===== src/rtl/alu_seq.sv =====
// rtl/alu_seq.sv - multi-cycle ALU with valid/ready handshakes and shift-add multiplier
// Optional signed-overflow output enabled by defining ALU_SEQ_OVF_EN.
module alu_seq #(
    parameter int WIDTH  = 32,
    parameter int CTRL_W = 4
) (
    input  logic              clk_i,
    input  logic              rst_i,
    input  logic              valid_i,
    output logic              ready_o,
    input  logic [WIDTH-1:0]  src1_i,
    input  logic [WIDTH-1:0]  src2_i,
    input  logic [CTRL_W-1:0] ctrl_i,
    output logic              valid_o,
    input  logic              ready_i,
    output logic [WIDTH-1:0]  result_o,
    output logic              zero_o
`ifdef ALU_SEQ_OVF_EN
    ,
    output logic              overflow_o
`endif
);

    localparam int CNT_W = $clog2(WIDTH);

    localparam logic [CTRL_W-1:0] OP_AND = CTRL_W'(0);
    localparam logic [CTRL_W-1:0] OP_OR  = CTRL_W'(1);
    localparam logic [CTRL_W-1:0] OP_ADD = CTRL_W'(2);
    localparam logic [CTRL_W-1:0] OP_MUL = CTRL_W'(3);
    localparam logic [CTRL_W-1:0] OP_SUB = CTRL_W'(6);
    localparam logic [CTRL_W-1:0] OP_SLT = CTRL_W'(7);
    localparam logic [CTRL_W-1:0] OP_NOR = CTRL_W'(12);

    typedef enum logic [1:0] {
        S_IDLE = 2'd0,
        S_MUL  = 2'd1,
        S_DONE = 2'd2
    } state_t;

    state_t           state;
    logic [CNT_W-1:0] cnt;
    logic [WIDTH-1:0] acc;
    logic [WIDTH-1:0] mcand;
    logic [WIDTH-1:0] mplier;

    logic [WIDTH-1:0] sum;
    logic [WIDTH-1:0] diff;
    logic [WIDTH-1:0] alu_res;
    logic [WIDTH-1:0] acc_next;
    logic             accept;

    assign accept = valid_i && ready_o;

    always_comb begin
        sum     = src1_i + src2_i;
        diff    = src1_i - src2_i;
        alu_res = '0;
        case (ctrl_i)
            OP_AND:  alu_res = src1_i & src2_i;
            OP_OR:   alu_res = src1_i | src2_i;
            OP_ADD:  alu_res = sum;
            OP_SUB:  alu_res = diff;
            OP_SLT:  alu_res = {{(WIDTH-1){1'b0}}, ($signed(src1_i) < $signed(src2_i))};
            OP_NOR:  alu_res = ~(src1_i | src2_i);
            default: alu_res = '0;
        endcase
    end

    // One shift-add step; the final step's sum is written straight to result_o.
    assign acc_next = mplier[0] ? (acc + mcand) : acc;

`ifdef ALU_SEQ_OVF_EN
    logic ovf_res;
    always_comb begin
        ovf_res = 1'b0;
        if (ctrl_i == OP_ADD)
            ovf_res = (src1_i[WIDTH-1] == src2_i[WIDTH-1]) && (sum[WIDTH-1] != src1_i[WIDTH-1]);
        else if (ctrl_i == OP_SUB)
            ovf_res = (src1_i[WIDTH-1] != src2_i[WIDTH-1]) && (diff[WIDTH-1] != src1_i[WIDTH-1]);
    end
`endif

    always_ff @(posedge clk_i or negedge rst_i) begin
        if (!rst_i) begin
            state    <= S_IDLE;
            ready_o  <= 1'b1;
            valid_o  <= 1'b0;
            result_o <= '0;
            zero_o   <= 1'b0;
            cnt      <= '0;
            acc      <= '0;
            mcand    <= '0;
            mplier   <= '0;
`ifdef ALU_SEQ_OVF_EN
            overflow_o <= 1'b0;
`endif
        end else begin
            case (state)
                S_IDLE: begin
                    if (accept) begin
                        ready_o <= 1'b0;
                        if (ctrl_i == OP_MUL) begin
                            state  <= S_MUL;
                            cnt    <= CNT_W'(WIDTH - 1);
                            acc    <= '0;
                            mcand  <= src1_i;
                            mplier <= src2_i;
                        end else begin
                            state    <= S_DONE;
                            valid_o  <= 1'b1;
                            result_o <= alu_res;
                            zero_o   <= (alu_res == '0);
`ifdef ALU_SEQ_OVF_EN
                            overflow_o <= ovf_res;
`endif
                        end
                    end
                end
                S_MUL: begin
                    acc    <= acc_next;
                    mcand  <= mcand << 1;
                    mplier <= mplier >> 1;
                    cnt    <= cnt - 1'b1;
                    if (cnt == '0) begin
                        state    <= S_DONE;
                        valid_o  <= 1'b1;
                        result_o <= acc_next;
                        zero_o   <= (acc_next == '0);
`ifdef ALU_SEQ_OVF_EN
                        overflow_o <= 1'b0;
`endif
                    end
                end
                S_DONE: begin
                    if (ready_i) begin
                        state   <= S_IDLE;
                        valid_o <= 1'b0;
                        ready_o <= 1'b1;
                    end
                end
                default: begin
                    state   <= S_IDLE;
                    valid_o <= 1'b0;
                    ready_o <= 1'b1;
                end
            endcase
        end
    end

endmodule


===== config.mk =====
export PLATFORM = sky130hd
export DESIGN_NAME = alu_seq
export DESIGN_NICKNAME = d
export VERILOG_FILES = /design/src/rtl/alu_seq.sv
export SDC_FILE = /design/constraint.sdc
export NUM_CORES = 1
export LEC_CHECK = 0
export ABC_AREA = 1
export CORE_MARGIN = 4
export CORE_UTILIZATION = 50
export DETAILED_ROUTE_END_ITERATION = 7
export DONT_BUFFER_PORTS = 1
export GPL_TIMING_DRIVEN = 0
export PLACE_DENSITY = 0.7
export SETUP_SLACK_MARGIN = 0.4
export SKIP_CTS_REPAIR_TIMING = 1
export SLEW_MARGIN = 20
export SYNTH_ARGS = -nofsm -noshare
export SYNTH_HDL_FRONTEND = slang
export SYNTH_SLANG_ARGS = --single-unit

===== constraint.sdc =====
create_clock -name clk_i -period 2.3 [get_ports clk_i]
set_input_delay 0.46 -clock clk_i [delete_from_list [all_inputs] [get_ports clk_i]]
set_output_delay 0.46 -clock clk_i [all_outputs]
set_load 0.05 [all_outputs]

* Yosys cells after proc, flatten, opt, wreduce, memory -nomap -nowiden
Index checks and enable logic that the tools add are counted.
** Operators by class
- Add/subtract/negate cells :: 4
- Order comparisons :: 1
- Equality and inequality tests :: 13
- Mux-type cells :: 35
- Bitwise operators :: 4
- Reduce and logical (&&, ||, !) cells :: 12
** Operators by type and width (number)
- $mux W32 :: 10
- $pmux W32 S2 :: 4
- $pmux W32 S6 :: 1
- $add A32 B32 Y32 :: 2
- $logic_not A32 Y1 :: 2
- $and A32 B32 Y32 :: 1
- $lt A32 B32 Y1 :: 1
- $not A32 Y32 :: 1
- $or A32 B32 Y32 :: 1
- $sub A32 B32 Y32 :: 1
- $mux W5 :: 2
- $ne A2 B2 Y1 const B :: 5
- $pmux W5 S2 :: 1
- $mux W1 :: 9
- $reduce_and A3 Y1 :: 3
- $eq A4 B2 Y1 const B :: 2
- $eq A4 B3 Y1 const B :: 2
- $mux W2 :: 4
- $reduce_and A4 Y1 :: 2
- $pmux W1 S3 :: 2
- $pmux W2 S3 :: 1
- $logic_not A5 Y1 :: 1
- $sub A5 B1 Y5 const B :: 1
- $eq A4 B1 Y1 const B :: 1
- other kinds (9) :: 9
** Storage, ports and cells
- Register bits :: 138
- Input port bits :: 72
- Output and inout bits :: 35
- Word-level logic and storage cells :: 78

* Depth between registers and ports, before layout
Gate-level depths: netlist (run 1).
- Word-level depth :: 7
- Mapped depth :: 24
- Gate-level depth less buffers :: 23

* Worst setup path after synthesis (run 1)
No wires, ideal clock.
- Path type :: input to register
- Start :: in src1_i[0]
- End :: reg zero_o
- Library setup time :: 0.066 ns
- Data arrival time :: 2.268 ns
- Data required time :: 2.234 ns
- Slack :: -0.034 ns
- Cell stages on the path :: 22
- Buffers on the path :: 0
- Cells stage by stage :: inv_1 -> ha_1 -> fa_1 -> inv_1 -> nand2_1 -> nand2_1 -> nand2_1 -> nand2_1 -> nand2_1 -> nand2_1 -> nand2_1 -> nand2_1 -> nand2_1 -> nand3_1 -> nand2_1 -> inv_1 -> nand4_1 -> nor2_1 -> nand2_1 -> nand2_1 -> nand2_1 -> nand2_1
** Between the ends
- Cells in the longest elaborated chain, start to end :: 7
- Elaborated cells between the ends (all ways) :: 11
- Classes of those cells :: add/sub (2); order compare (1); mux (4); bitwise (3); reduce/logical (1)
** RTL lines
- start, declared :: line 11 : input logic [WIDTH-1:0] src1_i,
- parallel branches: the longest is 2 deep, another holds $sub A32 B32 Y32
- $pmux W32 S6 (*) :: line 58 : case (ctrl_i)
- $logic_not A32 Y1 (*) :: line 112 : zero_o <= (alu_res == '0);
- $mux W1 (*) :: line 102 : if (ctrl_i == OP_MUL) begin
- $mux W1 (*) :: line 100 : if (accept) begin
- $pmux W1 S2 (*) :: line 98 : case (state)
- end signal, assigned :: line 112
- end signal, assigned :: line 128 : zero_o <= (acc_next == '0);
- end, declared :: line 17 : output logic zero_o
Every way passes the cells marked *. The select of a mux whose other input is x is not followed.
A chain may end at the register's enable or synchronous reset.

* Worst setup path in the final report (run 1)
- Start :: reg mcand[0]
- End :: reg zero_o
** Between the ends
- Cells in the longest elaborated chain, start to end :: 5
** RTL lines
- start, declared :: line 43 : logic [WIDTH-1:0] mcand;
- start signal, assigned :: line 106 : mcand <= src1_i;
- start signal, assigned :: line 121 : mcand <= mcand << 1;
- $add A32 B32 Y32 :: line 70 : assign acc_next = mplier[0] ? (acc + mcand) : acc;
- $mux W32 :: line 70
- $logic_not A32 Y1 :: line 128
- $mux W1 :: line 124 : if (cnt == '0) begin
- $pmux W1 S2 :: line 98
No other way between the ends. The select of a mux whose other input is x is not followed.

==> flow_summary.yaml, run 1 <==
cts:
  cts-root-buf: "clkbuf_16"
  h-tree-depth: 4
  insertion_delay_ns: 0.43
  clk_path_buf_depth: 2
  cts_tree: "yes"
  cts_inserted_buffers: 17
  clkTransAtPathRegs_ns: 0.07
  clkSinkCount: 138
power:
  ir_worst_vdd_mv: 0.7009
  power_density_mw_per_mm2: 1240
  power_mw: 24.52
  leakagePower_nw: 10.37
critical_path:
  cp_top_family: "simple AND/OR/NAND/NOR gates"
  crit_path_start: "mcand[0]"
  crit_slowest_cell: "dfrtp_2"
  rr_startpoint: "mcand[0]"
  critPathBufInv: 2
  worst-path-stages: 17
  required_ns: 2.66
  slowest_delay_ns: 0.46
  crit_chain: "ha_4 > fa_2 > nand3_4 > nand3_4 > buf_4 > nand4_1 > buf_4 > nand4_1 > nand3_2 > nand2_2 > nor2_2 > nand2_1 > nor2_2 > nand4_1 > nand2_1 > nand2_1 > nand2_1"
  critPathMostFrequentCell: "nand2_1"
  r2r_slack_ns: -0.43
  endpoint: "zero_o"
  r2r-end: "zero_o"
  start_kind: "flop"
  worstSetupPathType: "flop to flop"
  path_max_fanout: 5
  r2r_cells: 17
  end_kind: "flop"
  arrival_ns: 3.09
global_route:
  grt_overflow_total: 0
  grt_usage: 0.3584
  grt_pass1_vias: 16890
  antenna_found_initial: 1
  grt_max_degree: 139
  grt_pass1_wl_mm: 93.97
yosys:
  synth_area_leaders: "nand2_1, dfrtp_1, inv_1"
  yosys_most_used_dff: "dfrtp_1"
  synth_most_common_cell: "nand2_1"
  yosys_warnings: 0
  synth_commonest_cells: "nand2_1, inv_1, nor2_1"
  post-synth-top-area-cell: "nand2_1"
  avgSynthCellArea_um2: 5.854
  synth_edf_count: 0
  ys_ff_latch: 138
  ys_types: 44
  yosysSeqAreaShare: 0.2195
  syn_area_mm2: 0.01574
  synth_nets: 2904
  netlist_instances: 2688
  ys_async_sr_fraction: 1.000
  synth_top_area_frac: 0.2192
floorplan:
  fp-row-count: 64
  fp.dieW_um: 185.4
  io_pins: 107
  start_util: 0.5104
  core_area_mm2: 0.03083
  die_h_um: 185.4
  die-area_mm2: 0.03438
sta:
  finalSetupViolCount: 6
  timing.fmax_mhz: 366.9
  relSlewSlack: 0.4248
  setup_tns_ns: -0.7746
  finalClockSkew_ns: 0.01292
  period_minus_slack_ns: 2.725
  holdWs_ns: -0.2869
  setup_ws_ns: -0.4254
  min_period_over_period: 1.185
  max_slew.worst_pin.slew_ns: 0.8549
  hold_violations: 137
  slew_violations: 0
  rsz0062_at_grt: "true"
route:
  antenna_left: 0
  post-route-drc-count: 0
  first_pass_iters: 6
  totalWireLength_mm: 65.12
  viasPerCell: 5.694
  vias: 18110
  wl_per_cell_um: 20.48
  drt_iter0_markers: 1615
placement:
  placedInstanceArea_mm2: 0.01707
  gp_congestion: 0.9967
  dp_cells: 3084
  dpl_worst_slack_ns: -0.6914
  dp_hpwl_mm: 51.53
  io_buffers: 0
job:
  cap_viol_max_count: 0
outcome:
  violations: "negative hold slack, negative setup slack"
  run_status: "finished with violations"
final_layout:
  drive_gt1_frac: 0.2174
  final_nets: 2986
  syn_to_final_growth_pct: 25.67
  stdcell_area_mm2: 0.01978
  fin_util: 0.6414
  stdcell_count: 3180
  nFillCells: 2878
worst_hold_path:
  hold_class: "input pin to async pin"
-- power by group --
part	internal [mW]	switching, mW	leakage, nW
combinational	6.07	9.53	8.50
clock	1.83	1.16	0.295
sequential	3.61	2.33	1.58
-- cells by family (layout without fill, tap and decap cells) --
group	after synthesis	count (layout)	share of synthesized area
other	0	1	0
XOR/XNOR	8	8	0.004453
adder cells (fa/ha/maj)	144	144	0.1159
flip-flops	138	138	0.2195
AND/OR/NAND/NOR	1474	1474	0.3852
AO/OA/AOI/OAI	338	338	0.1268
buffers and inverters	586	681	0.1480
-- flip-flops by register name (all words and copies together) (netlist names) --
register,cells
acc,32
cnt,5
mcand,32
mplier,32
ready_o,1
result_o,32
state,2
valid_o,1
zero_o,1
-- layer usage --
layer / up-vias / global-route usage / wire length, um / part of all wire
li1: 8586 / - / - / -
met3: 191 / 0.05106 / 4806 / 0.074
met4: 0 / 0.1656 / 3855 / 0.059
met5: - / 0 / 0 / 0
met1: 8547 / 0.4436 / 25410 / 0.39
met2: 782 / 0.6168 / 31050 / 0.48
-- layout by cell type, fill, tap and decap left out, types with 54 or more instances in the layout --
master,n
nand2_1,796
inv_1,430
nor2_1,208
nand3_1,139
dfrtp_1,129
o21ai_0,98
nand2_2,95
ha_1,88
a21oi_1,63
inv_2,56
o211ai_1,54
-- cell type report --
| class | instances | area [um^2] | share of cell area |
|---|---|---|---|
| antenna | 1 | 2.502 | 0.0001265 |
| buffer | 87 | 742.0 | 0.03752 |
| clock buffer | 19 | 432.9 | 0.02189 |
| clock inverter | 13 | 191.4 | 0.009681 |
| inverter | 499 | 1958 | 0.09902 |
| multi-input combinational | 1964 | 11870 | 0.6004 |
| sequential | 138 | 3468 | 0.1754 |
| tap | 396 | 495.5 | 0.02506 |
| timing repair buffer | 63 | 610.6 | 0.03088 |
-- worst min-delay path by stage --
stage	to	depth (start not counted)	from
3_3_place_gp	mplier[6]	0	rst_i
6_report	mplier[8]	0	rst_i
3_5_place_dp	mplier[6]	0	rst_i
5_1_grt	mplier[7]	0	rst_i
4_1_cts	mplier[12]	0	rst_i
2_1_floorplan	acc[0]	0	rst_i
Note: power is estimated with default switching activity, not from simulation.
==> run 2: changes to the inputs <==
- DONT_BUFFER_PORTS: 1 -> unset
- HOLD_SLACK_MARGIN: unset -> 0.03
- MAX_ROUTING_LAYER: unset -> met4
- PLACE_DENSITY: 0.7 -> 0.74
==> run 2 against run 1 <==
  * The flow finishes with violations (negative setup slack)
  * Clock skew decreased by 0.0018 ns
  * Sequential cell count unchanged
  * Die area unchanged
  * Sequential share of layout area decreased by 1.2 points
  * Power increased by 2.9%
  * Setup slack got worse by 0.0012 ns
  * Maximum frequency about the same
==> flow_summary.yaml, run 2 (synthesis results as in run 1) <==
outcome:
  run_status: "finished with violations"
  violations: "negative setup slack"
critical_path:
  path_max_fanout: 4
  start_kind: "flop"
  r2r_cells: 18
  arrival_ns: 3.11
  crit_chain: "ha_4 > fa_2 > nand3_2 > nand3_4 > nand2_4 > nand2_4 > buf_4 > xnor2_2 > nand2_1 > nand2_1 > nand3_1 > nor2_1 > nand2_1 > nor2_2 > nand4_1 > nand2_1 > nand2_1 > nand2_1"
  worst-path-stages: 18
  end_kind: "flop"
  slowest_delay_ns: 0.44
  critPathMostFrequentCell: "nand2_1"
  cp_top_family: "simple AND/OR/NAND/NOR gates"
  worstSetupPathType: "flop to flop"
  crit_slowest_cell: "dfrtp_2"
  required_ns: 2.69
  critPathBufInv: 1
worst_hold_path:
  hold_class: "input pin to flop"
  whs_path_depth: 3
power:
  leakagePower_nw: 11.39
  p_int_mw: 11.73
  p_clk_frac: 0.108
  power_density_mw_per_mm2: 1189
  pwr-share-comb: 0.704
  power_frac_seq: 0.188
  ir_worst_vdd_mv: 0.6906
  power_mw: 25.24
  p_sw_frac: 0.5351
  switching_power_mw: 13.50
sta:
  timing.fmax_mhz: 366.7
  setup_ws_ns: -0.4267
  finalSetupViolCount: 11
  holdWs_ns: 0.3162
  relSlewSlack: 0.4506
  rsz0062_at_grt: "true"
  hold_violations: 0
  period_minus_slack_ns: 2.727
  max_slew.worst_pin.slew_ns: 0.8242
  min_period_over_period: 1.186
  slew_violations: 0
  finalClockSkew_ns: 0.01116
final_layout:
  drive_gt1_frac: 0.2750
  multi_input_comb_area_mm2: 0.01247
  layout_commonest_cell: "nand2_1"
  fin_util: 0.6886
  register_area_mm2: 0.003467
  final_nets: 3098
  nFillCells: 2636
  syn_to_final_growth_pct: 34.90
  final_cell_mix: "nand2_1, inv_1, nor2_1, nand2_2, dfrtp_1"
  diodes: 0
cts:
  cts_tree: "yes"
  h-tree-depth: 4
  clk_path_buf_depth: 2
  insertion_delay_ns: 0.45
  cts_inserted_buffers: 17
  clkTransAtPathRegs_ns: 0.07
  clkSinkCount: 138
  cts-root-buf: "clkbuf_16"
route:
  totalWireLength_mm: 66.00
  antenna_left: 0
  drt_iter0_markers: 1896
  first_pass_iters: 6
  viasPerCell: 5.646
  post-route-drc-count: 0
  wl_per_cell_um: 20.05
  vias: 18580
job:
  cap_viol_max_count: 0
global_route:
  grt_pass1_wl_mm: 94.01
  antenna_found_initial: 0
  grt_usage: 0.3706
  grt_pass1_vias: 16910
  grt_overflow_total: 0
  grt_max_degree: 103
floorplan:
  io_pins: 107
  core_area_mm2: 0.03083
  fp-row-count: 64
  fp.dieW_um: 185.4
  start_util: 0.5104
  die_h_um: 185.4
  die-area_mm2: 0.03438
placement:
  io_buffers: 106
  gp_congestion: 1.021
  dp_hpwl_mm: 51.65
run 2: cell count changes in the layout (fill, tap and decap cells not counted), moves of 9 or more:
| cell | change |
|---|---|
| nand2_1 | -46 |
| dlymetal6s2s_1 | +42 |
| nand2_2 | +36 |
| clkbuf_2 | +32 |
| buf_4 | +27 |
| nand3_1 | -16 |
| inv_2 | +14 |
| nor2_1 | -13 |
| inv_1 | -12 |
| nand3_2 | +12 |
| clkbuf_4 | +11 |
| o21ai_0 | -11 |
| nand2_4 | +10 |
| a21oi_1 | -9 |
run 2: worst min-delay path: stages:
cell and delay, ns:
buf_8 0.10, o211ai_1 0.09, o21ai_0 0.07
run 2: per-layer routing:
| metal | track usage | routed length (um) | vias to the layer above |
|---|---|---|---|
| li1 | - | - | 8803 |
| met1 | 0.4521 | 25360 | 8748 |
| met2 | 0.6221 | 32000 | 830 |
| met3 | 0.03653 | 5030 | 200 |
| met4 | 0.1671 | 3613 | 0 |
| met5 | - | 0 | - |
run 2: layout make-up:
cell class,count,area share
Multi-Input combinational cell,1964,0.5876
Clock inverter,14,0.006071
Timing Repair Buffer,176,0.07467
Sequential cell,138,0.1633
Inverter,499,0.09076
Clock buffer,18,0.02069
Tap cell,396,0.02334
Buffer,86,0.03359
run 2: worst paths after layout:
check	start	endpoint	slack [ns]
max	mcand[0]	zero_o	-0.43
min	src2_i[17]	mplier[17]	0.32
max reg2reg	mcand[0]	zero_o	-0.43
min reg2reg	result_o[1]	result_o[1]	0.50
max in group asynchronous	rst_i	result_o[13]	0.97
min in group asynchronous	rst_i	mplier[8]	0.50
run 2: metrics by stage:
stage | instance area [um^2] | cells | setup TNS, ns | worst slack (ns)
after floorplan | 16570 | 2688 | 0 | 0.08900
after global placement | 18130 | 3190 | -744.52 | -4.693
after detailed placement | 18160 | 3191 | -104.50 | -1.366
after CTS | 18730 | 3223 | -46.62 | -0.9355
after global routing | 21230 | 3291 | -2.030 | -0.4823
final | 21230 | 3291 | -0.7836 | -0.4267
run 2: power by group through the flow:
stage	clock network (mW)	registers, mW	logic [mW]
2_1_floorplan	0	5.27	8.60
3_3_place_gp	0	4.45	13.2
3_5_place_dp	0	4.47	13.5
4_1_cts	2.73	4.45	13.5
5_1_grt	2.84	4.84	19.3
6_report	2.74	4.74	17.8
